`src/rtl/id_match_logger_if.sv`:
```
// Record read-out bus of id_match_logger: FWFT head valid/ready with {end_pos, len} payload.
interface id_match_logger_if #(
  parameter int POS_W = 16,
  parameter int LEN_W = 6
);
  logic             rec_valid;
  logic             rec_ready;
  logic [POS_W-1:0] rec_end_pos;
  logic [LEN_W-1:0] rec_len;

  modport master (
    output rec_valid,
    output rec_end_pos,
    output rec_len,
    input  rec_ready
  );

  modport slave (
    input  rec_valid,
    input  rec_end_pos,
    input  rec_len,
    output rec_ready
  );
endinterface

```
`src/rtl/id_match_logger.sv`:
```
// Tracks identifier run length and stream position; each detector match logs {end_pos, len}
// into a first-word-fall-through FIFO. Define ID_LOG_DROP_CNT_EN to add the o_drop_cnt output.
module id_match_logger #(
  parameter int DEPTH = 8,
  parameter int POS_W = 16,
  parameter int LEN_W = 6
) (
  input  logic                   clk,
  input  logic                   rst_n,
  input  logic [7:0]             i_char,
  input  logic                   i_match,
  input  logic                   i_clr_ovf,
  id_match_logger_if.master      rec,
  output logic [$clog2(DEPTH):0] o_count,
  output logic                   o_ovf
`ifdef ID_LOG_DROP_CNT_EN
  ,
  output logic [7:0]             o_drop_cnt
`endif
);
  localparam int AW = $clog2(DEPTH);
  localparam int CW = AW + 1;
  localparam logic [LEN_W-1:0] LEN_MAX  = '1;
  localparam logic [CW-1:0]    CNT_FULL = CW'(DEPTH);

  logic [POS_W-1:0] r_pos;
  logic [LEN_W-1:0] r_run_len;
  logic             r_in_id;
  logic             w_is_letter;
  logic             w_is_digit;
  logic [LEN_W-1:0] w_run_inc;
  logic [LEN_W-1:0] w_run_len_next;
  logic             w_in_id_next;

  assign w_is_letter = (i_char >= 8'h41) && (i_char <= 8'h7A);
  assign w_is_digit  = (i_char >= 8'h30) && (i_char <= 8'h39);
  assign w_run_inc   = (r_run_len == LEN_MAX) ? r_run_len : r_run_len + LEN_W'(1);

  // Digits extend an identifier but never start one.
  always_comb begin
    w_run_len_next = '0;
    w_in_id_next   = 1'b0;
    if (w_is_letter) begin
      w_run_len_next = r_in_id ? w_run_inc : LEN_W'(1);
      w_in_id_next   = 1'b1;
    end else if (w_is_digit) begin
      w_run_len_next = r_in_id ? w_run_inc : '0;
      w_in_id_next   = r_in_id;
    end
  end

  always_ff @(posedge clk or negedge rst_n) begin
    if (!rst_n) begin
      r_pos     <= '0;
      r_run_len <= '0;
      r_in_id   <= 1'b0;
    end else begin
      r_pos     <= r_pos + POS_W'(1);
      r_run_len <= w_run_len_next;
      r_in_id   <= w_in_id_next;
    end
  end

  logic [POS_W-1:0] r_mem_pos [DEPTH];
  logic [LEN_W-1:0] r_mem_len [DEPTH];
  logic [AW-1:0]    r_wr_ptr;
  logic [AW-1:0]    r_rd_ptr;
  logic [AW-1:0]    w_rd_ptr_next;
  logic [CW-1:0]    r_count;
  logic [CW-1:0]    w_count_next;
  logic [POS_W-1:0] r_rec_pos;
  logic [LEN_W-1:0] r_rec_len;
  logic [POS_W-1:0] w_head_pos;
  logic [LEN_W-1:0] w_head_len;
  logic [POS_W-1:0] w_new_pos;
  logic             w_valid;
  logic             w_full;
  logic             w_pop;
  logic             w_push;
  logic             w_drop;
  logic             r_ovf;

  // match arrives one cycle late, so the registered tracker state describes the matched char.
  assign w_new_pos     = r_pos - POS_W'(1);
  assign w_valid       = (r_count != '0);
  assign w_full        = (r_count == CNT_FULL);
  assign w_pop         = w_valid & rec.rec_ready;
  assign w_push        = i_match & (~w_full | w_pop);
  assign w_drop        = i_match & w_full & ~w_pop;
  assign w_rd_ptr_next = w_pop ? r_rd_ptr + AW'(1) : r_rd_ptr;
  assign w_count_next  = r_count + CW'(w_push) - CW'(w_pop);

  always_ff @(posedge clk) begin
    if (w_push) begin
      r_mem_pos[r_wr_ptr] <= w_new_pos;
      r_mem_len[r_wr_ptr] <= r_run_len;
    end
  end

  // Head register is loaded with whatever sits at the read pointer after this edge; a record
  // written into that very slot this cycle is forwarded directly.
  always_comb begin
    w_head_pos = r_rec_pos;
    w_head_len = r_rec_len;
    if (w_push && (r_wr_ptr == w_rd_ptr_next)) begin
      w_head_pos = w_new_pos;
      w_head_len = r_run_len;
    end else if (w_count_next != '0) begin
      w_head_pos = r_mem_pos[w_rd_ptr_next];
      w_head_len = r_mem_len[w_rd_ptr_next];
    end
  end

  always_ff @(posedge clk or negedge rst_n) begin
    if (!rst_n) begin
      r_wr_ptr  <= '0;
      r_rd_ptr  <= '0;
      r_count   <= '0;
      r_rec_pos <= '0;
      r_rec_len <= '0;
      r_ovf     <= 1'b0;
    end else begin
      if (w_push) begin
        r_wr_ptr <= r_wr_ptr + AW'(1);
      end
      r_rd_ptr  <= w_rd_ptr_next;
      r_count   <= w_count_next;
      r_rec_pos <= w_head_pos;
      r_rec_len <= w_head_len;
      if (w_drop) begin
        r_ovf <= 1'b1;
      end else if (i_clr_ovf) begin
        r_ovf <= 1'b0;
      end
    end
  end

`ifdef ID_LOG_DROP_CNT_EN
  logic [7:0] r_drop_cnt;

  always_ff @(posedge clk or negedge rst_n) begin
    if (!rst_n) begin
      r_drop_cnt <= '0;
    end else if (w_drop) begin
      if (r_drop_cnt != 8'hFF) begin
        r_drop_cnt <= r_drop_cnt + 8'd1;
      end
    end else if (i_clr_ovf) begin
      r_drop_cnt <= '0;
    end
  end

  assign o_drop_cnt = r_drop_cnt;
`endif

  assign rec.rec_valid   = w_valid;
  assign rec.rec_end_pos = r_rec_pos;
  assign rec.rec_len     = r_rec_len;
  assign o_count         = r_count;
  assign o_ovf           = r_ovf;
endmodule

```
`src/flat_wrapper.sv`:
```
// flat-port wrapper written by rule: the top's interface ports become plain ports
module id_match_logger_flat 
#(
  parameter int DEPTH = 8,
  parameter int POS_W = 16,
  parameter int LEN_W = 6
)
  (clk, rst_n, i_char, i_match, i_clr_ovf, o_count, o_ovf, rec_rec_valid, rec_rec_end_pos, rec_rec_len, rec_rec_ready);
  id_match_logger_if #(.POS_W(POS_W), .LEN_W(LEN_W)) rec_i ();
  input  logic clk;
  input  logic rst_n;
  input  logic [7:0] i_char;
  input  logic i_match;
  input  logic i_clr_ovf;
  output logic [$clog2(DEPTH):0] o_count;
  output logic o_ovf;
  output wire logic [$bits(rec_i.rec_valid)-1:0] rec_rec_valid;
  output wire logic [$bits(rec_i.rec_end_pos)-1:0] rec_rec_end_pos;
  output wire logic [$bits(rec_i.rec_len)-1:0] rec_rec_len;
  input wire logic [$bits(rec_i.rec_ready)-1:0] rec_rec_ready;
  assign rec_rec_valid = rec_i.rec_valid;
  assign rec_rec_end_pos = rec_i.rec_end_pos;
  assign rec_rec_len = rec_i.rec_len;
  assign rec_i.rec_ready = rec_rec_ready;
  id_match_logger #(.DEPTH(DEPTH), .POS_W(POS_W), .LEN_W(LEN_W)) u_core (.clk(clk), .rst_n(rst_n), .i_char(i_char), .i_match(i_match), .i_clr_ovf(i_clr_ovf), .rec(rec_i), .o_count(o_count), .o_ovf(o_ovf));
endmodule
```
`config.mk`:
```
export PLATFORM = sky130hd
export DESIGN_NAME = id_match_logger_flat
export DESIGN_NICKNAME = d
export VERILOG_FILES = /design/src/rtl/id_match_logger_if.sv /design/src/rtl/id_match_logger.sv /design/src/flat_wrapper.sv
export SDC_FILE = /design/constraint.sdc
export NUM_CORES = 1
export LEC_CHECK = 0
export CORE_UTILIZATION = 50
export DETAILED_ROUTE_END_ITERATION = 12
export HOLD_SLACK_MARGIN = 0.05
export PLACE_DENSITY = 0.67
export SYNTH_ARGS = -nofsm -noshare
export SYNTH_HDL_FRONTEND = slang
export SYNTH_SLANG_ARGS = --single-unit
```
`constraint.sdc`:
```
create_clock -name clk -period 4.5 [get_ports clk]
set_input_delay 0.675 -clock clk [delete_from_list [all_inputs] [get_ports clk]]
set_output_delay 0.675 -clock clk [all_outputs]
set_load 0.02 [all_outputs]
```
==> results.toml, run 1 <==
[run_status]
status = "finished clean"

[synth]
synthAdderAreaFrac_pct = 1.42
synthXorXnorAreaFrac_pct = 2.83
ys_ff_latch = 232
synth_edf_count = 176
synth_top_area_share_pct = 47.7
ys.flop_type = "edfxtp_1"
synth_cells = 850
synth-simple-area-share_pct = 9.12
ys_types = 54
synth-compound-area-share_pct = 10.2
synth_top_family_by_area = "multiplexers"
syn-mean-instance-area_sq_um = 13.0
synth-seq-area-share_pct = 60.4
syn_area_sq_um = 11100
synthArstFlopShare_pct = 24.1
yosys_warnings = 0
syn-num-nets = 875
synthMuxAreaShare_pct = 12.8
ys_top_cells_by_area = "edfxtp_1 48%, dfrtp_1 13%, mux2i_1 6.6%"
synth_top_cell_by_area = "edfxtp_1"

[setup_path]
r2r-start = "u_core.o_count[2]$_DFF_PN0_"
r2r_cells = 15
reg2reg_slack_ns = 0.34
endpoint = "u_core.rec.rec_end_pos[6]$_DFFE_PN0P_"
end_kind = "flop"
cp-startpoint = "u_core.o_count[2]$_DFF_PN0_"
critPathKind = "flop to flop"
crit_required_ns = 4.94
timing.rr.end = "u_core.rec.rec_end_pos[6]$_DFFE_PN0P_"
cp_max_fo = 22
start_kind = "flop"
cp.arrival_ns = 4.60

[placed_design]
place_area_sq_um = 11800
place_hpwl_um = 16500
place.gp.congestion = 0.824
portBuffers = 40

[finish]
final_cell_area_sq_um = 12700
fill_cells = 1709
finalNetCount = 909
syn_to_final_growth_pct = 14.2
drive_gt1_share_pct = 14.2
diodes = 0

[clock_tree]
clk_latency_ns = 0.53
cts_made_buffers = 25
cts.sink_count = 232
cts_hold_buffers = 0
htree_levels = 1
clk_pin_slew_ns = 0.06
max-clock-path-buffers = 3
post_cts_buffers = 0
clock-root-buffer = "clkbuf_16"
cts_tree = "built"
cts-resized-gates = 0

[timing]
tightest_slew_ns = 1.11
fin_skew_ns = 0.0288
layout_min_cycle_time_ns = 4.16
max_freq_mhz = 240
setup-tns-final_ns = 0
setup_viol_count_final = 0
maxSlewViolCount = 0
hold_viol_final = 0
relSlewSlack_pct = 25.1
rsz0062_at_grt = "no"
fin_crit_sh_pct = 92.5

[pwr]
powerDensity_nw_per_um2 = 707
leakage_nw = 4.61
peakVddDrop_v = 0.000350

[floorplan]
core_area_sq_um = 21800
die-area_sq_um = 22800
fp-row-count = 54
initial_utilization_pct = 50.9
die_x_um = 151
io_pins = 41
die_h_um = 151

[route]
ant_nets = 0
drt_first_pass_iters = 5
drtIter0Drc = 613
wl_per_cell_um = 23.8
wl_um = 28200
drc = 0
num_vias = 7618
avgViaCountPerCell = 6.45

[global_route]
grt_pass1_wl_um = 43500
grt_max_degree = 68
overflow = 0
grt_pass1_vias = 7712
antenna_found_initial = 0
grt_use_total_pct = 25.7

[worst_hold_path]
hold_class = "primary input to asynchronous set/reset pin"

[job]
cap_violations = 0
## stage by stage
stage / setup slack (ns) / util, % / std cells / hold WS, ns / power [mW]
finish: 0.339 / 58.2 / 1182 / 0.210 / 8.94
global route: 0.0380 / 58.2 / 1182 / 0.260 / 9.39
CTS: 0.296 / 58.1 / 1182 / 0.204 / 8.95
detailed placement: 0.110 / 54.4 / 1137 / 0.479 / 6.93
global placement: 0.310 / 54.4 / 1137 / 0.459 / 6.78
floorplan: 0.443 / - / 850 / 0.379 / 5.70
## sequential cells by signal (all words and copies together) (netlist names)
register                cells
u_core.r_run_len            6
u_core.r_pos               16
u_core.o_ovf                1
u_core.r_mem_pos          128
u_core.r_rd_ptr             3
u_core.rec.rec_end_pos     16
u_core.r_wr_ptr             3
u_core.r_in_id              1
u_core.o_count              4
u_core.rec.rec_len          6
u_core.r_mem_len           48
## cells in the mapped netlist, types with 8 or more instances
cell type and count:
xor2_1 13, mux2_2 17, o21ai_0 26, nor2_1 54, nor3_1 42, mux4_2 22
o21ai_1 12, o22ai_1 64, ha_1 11, xnor2_1 21, a31oi_1 12, edfxtp_1 176
dfrtp_1 56, buf_2 22, a211oi_1 28, clkbuf_1 29, inv_1 29, nor4_1 25
mux2i_1 73, nand3_1 15, a21oi_1 8, nand2_1 20, nand2b_1 13
## worst min-delay path by stage
stage	start	end	slack [ns]
final	rst_n	u_core.rec.rec_end_pos[14]$_DFFE_PN0P_	0.21
after global routing	rst_n	u_core.rec.rec_end_pos[14]$_DFFE_PN0P_	0.26
after CTS	rst_n	u_core.rec.rec_end_pos[14]$_DFFE_PN0P_	0.20
after detailed placement	u_core.r_in_id$_DFFE_PN0P_	u_core.r_run_len[0]$_DFF_PN0_	0.48
after global placement	u_core.r_in_id$_DFFE_PN0P_	u_core.r_run_len[0]$_DFF_PN0_	0.46
after floorplan	rst_n	u_core.o_count[0]$_DFF_PN0_	0.38
## final cells by class
cell class                      instances  area (sq um)  share of cell area (%)
Sequential cell                       232          6690                    52.9
Multi-Input combinational cell        530          4100                    32.4
Clock buffer                           32           714                    5.65
Timing Repair Buffer                   63           581                    4.59
Tap cell                              280           350                    2.77
Inverter                               32           120                   0.949
Clock inverter                         13          96.3                   0.761
## placed cells by master (no fill, tap or decap), types with 15 or more instances in the layout
cell	n
edfxtp_1	176
mux2i_1	73
o22ai_1	64
dfrtp_1	55
nor2_1	50
clkdlybuf4s50_1	39
nor3_1	38
inv_1	29
a211oi_1	28
clkbuf_16	27
o21ai_0	25
nor4_1	24
mux4_2	22
buf_4	22
xnor2_1	21
nand2_1	20
mux2_2	17
nand3_1	15
## metal layers
layer  routed length (um)  global-route usage, %  up-vias
met1                11200                   33.0     3847
li1                     -                      -     3372
met2                14200                   44.6      337
met5                    0                      0        -
met4                  747                   9.10        0
met3                 2080                   3.55       62
## worst max-delay path, cell delays in order (launching register included)
cell	delay [ns]
dfrtp_1	0.37
inv_1	0.10
ha_1	0.20
nor3b_4	0.47
nor2_4	0.05
ha_1	0.28
inv_1	0.05
ha_1	0.18
inv_1	0.07
fa_1	0.54
nand3b_1	0.10
a2111oi_0	0.62
or2_2	0.64
and2_1	0.22
mux2i_1	0.06
o21ai_1	0.11
## report_power, final
| group | internal [mW] | switching (mW) |
|---|---|---|
| Combinational | 1.64 | 2.33 |
| Sequential | 2.71 | 0.247 |
| Clock | 1.18 | 0.831 |
| Total | 5.53 | 3.41 |
## logic make-up after synthesis
logic type      after synthesis
flops                       232
buf+inv                      88
xor+xnor                     35
simple gates                197
mux                         112
compound gates              174
fa+ha+maj                    12
Power figures use the tool's default switching activity.
==> run 2, diff against run 1 <==
--- a/config.mk
+++ b/config.mk
@@ -5,6 +5,7 @@
 export SDC_FILE = /design/constraint.sdc
 export NUM_CORES = 1
 export LEC_CHECK = 0
+export ABC_CLOCK_PERIOD_IN_PS = 4500
 export CORE_UTILIZATION = 50
 export DETAILED_ROUTE_END_ITERATION = 12
 export HOLD_SLACK_MARGIN = 0.05
==> results of run 2 <==
No change in the layout: final DEF, timing and power equal those of run 1.
==> run 3, diff against run 2 <==
--- a/config.mk
+++ b/config.mk
@@ -6,6 +6,7 @@
 export NUM_CORES = 1
 export LEC_CHECK = 0
 export ABC_CLOCK_PERIOD_IN_PS = 4500
+export CORE_MARGIN = 10
 export CORE_UTILIZATION = 50
 export DETAILED_ROUTE_END_ITERATION = 12
 export HOLD_SLACK_MARGIN = 0.05
==> run 3 against run 2 <==
Compared with the run above: register-to-register slack improved by 0.13 ns; combinational power is 2% lower; die area increased by 25%; sequential power barely moved; sequential share of layout area fell by 0.33 points; worst hold slack improved by 0.055 ns; critical path type unchanged.
==> results.toml, run 3 (synthesis gave the netlist of run 1 again) <==
[floorplan]
die_h_um = 169
initial_utilization_pct = 50.8
die_x_um = 169
core_area_sq_um = 21800
fp-row-count = 54
io_pins = 41
die-area_sq_um = 28500

[timing]
maxSlewViolCount = 0
setup_viol_count_final = 0
layout_min_cycle_time_ns = 4.03
fin_crit_sh_pct = 89.6
tightest_slew_ns = 0.930
hold_viol_final = 0
setup-tns-final_ns = 0
relSlewSlack_pct = 37.8
hold_slack_ns = 0.265
fin_skew_ns = 0.0185
max_freq_mhz = 248
finalWorstSetupSlack_ns = 0.468
rsz0062_at_grt = "no"

[setup_path]
start_kind = "flop"
r2r-start = "u_core.o_count[2]$_DFF_PN0_"
cp-startpoint = "u_core.o_count[2]$_DFF_PN0_"
cp_max_fo = 22
crit_required_ns = 4.95
critical_path.max_stage_delay_ns = 0.62
cp.arrival_ns = 4.48
reg2reg_slack_ns = 0.47
critPathTopFamily = "simple AND/OR/NAND/NOR gates"
end_kind = "flop"
crit_path_top_delay_cell = "or2_2"
path_buf_inv = 3
critPathKind = "flop to flop"
path_cells = "inv_1 > ha_1 > nor3b_4 > nor2_4 > ha_1 > inv_1 > ha_1 > inv_1 > fa_1 > nand2b_1 > a2111oi_0 > or2_2 > and2_1 > mux2i_1 > o21ai_1"

[route]
wl_per_cell_um = 23.2
wl_um = 27500
drc = 0
drtIter0Drc = 711
drt_first_pass_iters = 5
avgViaCountPerCell = 6.26
num_vias = 7427
ant_nets = 0

[clock_tree]
clk_pin_slew_ns = 0.06
cts_tree = "built"
cts.sink_count = 232
post_cts_buffers = 0
cts_made_buffers = 25
htree_levels = 1
clk_latency_ns = 0.52
cts_hold_buffers = 0
max-clock-path-buffers = 3
clock-root-buffer = "clkbuf_16"
cts-resized-gates = 0

[job]
cap_violations = 0

[pwr]
leakage_nw = 4.65
powerDensity_nw_per_um2 = 708
peakVddDrop_v = 0.000534
power_mw = 9.01

[finish]
diodes = 0
syn_to_final_growth_pct = 14.9
final_common_cell = "edfxtp_1"
finalNonFillerCells = 1186
top_regs = "u_core.r_mem_pos x128, u_core.r_mem_len x48"
mostFrequentLayoutCells = "176 x edfxtp_1, 73 x mux2i_1, 64 x o22ai_1"
drive_gt1_share_pct = 14.7
largest_reg_flops = 128
regMostFlops = "u_core.r_mem_pos"
finalNetCount = 913

[global_route]
antenna_found_initial = 0
grt_pass1_wl_um = 42400
grt_use_total_pct = 18.8
grt_max_degree = 67
grt_pass1_vias = 7257
overflow = 0

[worst_hold_path]
hold_class = "primary input to asynchronous set/reset pin"

[placed_design]
portBuffers = 40
place_hpwl_um = 16400
place.gp.congestion = 0.816
dp.cells = 1141
dp_slack_ns = 0.285

[run_status]
status = "finished clean"
## run 3: cell types whose count changed in the layout (fill, tap and decap cells not counted), moves of 2 or more
cell and change:
buf_4 +3, bufinv_16 +3, clkbuf_1 +2, clkbuf_16 -2
clkbuf_8 +2, clkinv_1 -2, clkinv_2 -2, clkinvlp_4 +2
nor2_2 +4, nor2_4 -3
## run 3: area by class of cell
| type | count | area, sq um |
|---|---|---|
| inverters | 32 | 120 |
| flip-flops and latches | 232 | 6690 |
| clock inverters | 11 | 160 |
| fillers | 1716 | 9090 |
| multi-input cells | 530 | 4090 |
| well taps | 280 | 350 |
| clock buffers | 34 | 699 |
| repair buffers | 67 | 623 |
## run 3: power breakdown
group	leakage [nW]	switching, mW	internal (mW)
clock network	0.419	0.804	1.31
logic	1.89	2.26	1.66
registers	2.33	0.266	2.71
total	4.65	3.33	5.68
## run 3: per-stage QoR
step / area (sq um) / utilization [%]
final: 12700 / 58.3
after global routing: 12700 / 58.3
after CTS: 12700 / 58.3
after detailed placement: 11900 / 54.4
after global placement: 11900 / 54.4
after floorplan: 11100 / -
## run 3: path summary, 6_finish.rpt
kind                                                         endpoint  cells past startpoint
worst max-delay path            u_core.rec.rec_end_pos[2]$_DFFE_PN0P_                     15
worst min-delay path                      u_core.o_count[0]$_DFF_PN0_                      1
worst max register to register  u_core.rec.rec_end_pos[2]$_DFFE_PN0P_                     15
worst min register to register          u_core.r_run_len[0]$_DFF_PN0_                      1
max in group asynchronous                u_core.r_rd_ptr[0]$_DFF_PN0_                      2
min in group clk                        u_core.r_run_len[0]$_DFF_PN0_                      1
## run 3: per-layer routing
| layer | track usage, % | up-vias | share of wire, % |
|---|---|---|---|
| met5 | 0 | - | 0 |
| met4 | 4.88 | 0 | 1.7 |
| met3 | 2.92 | 40 | 7.4 |
| met2 | 29.2 | 265 | 46 |
| met1 | 27.0 | 3730 | 44 |
| li1 | - | 3392 | - |
## run 3: worst register-to-register path, stage by stage, from the launching register on
cell       delay (ns)
dfrtp_1          0.37
inv_1            0.10
ha_1             0.19
nor3b_4          0.50
nor2_4           0.05
ha_1             0.28
inv_1            0.05
ha_1             0.17
inv_1            0.06
fa_1             0.52
nand2b_1         0.06
a2111oi_0        0.60
or2_2            0.62
and2_1           0.22
mux2i_1          0.07
o21ai_1          0.10
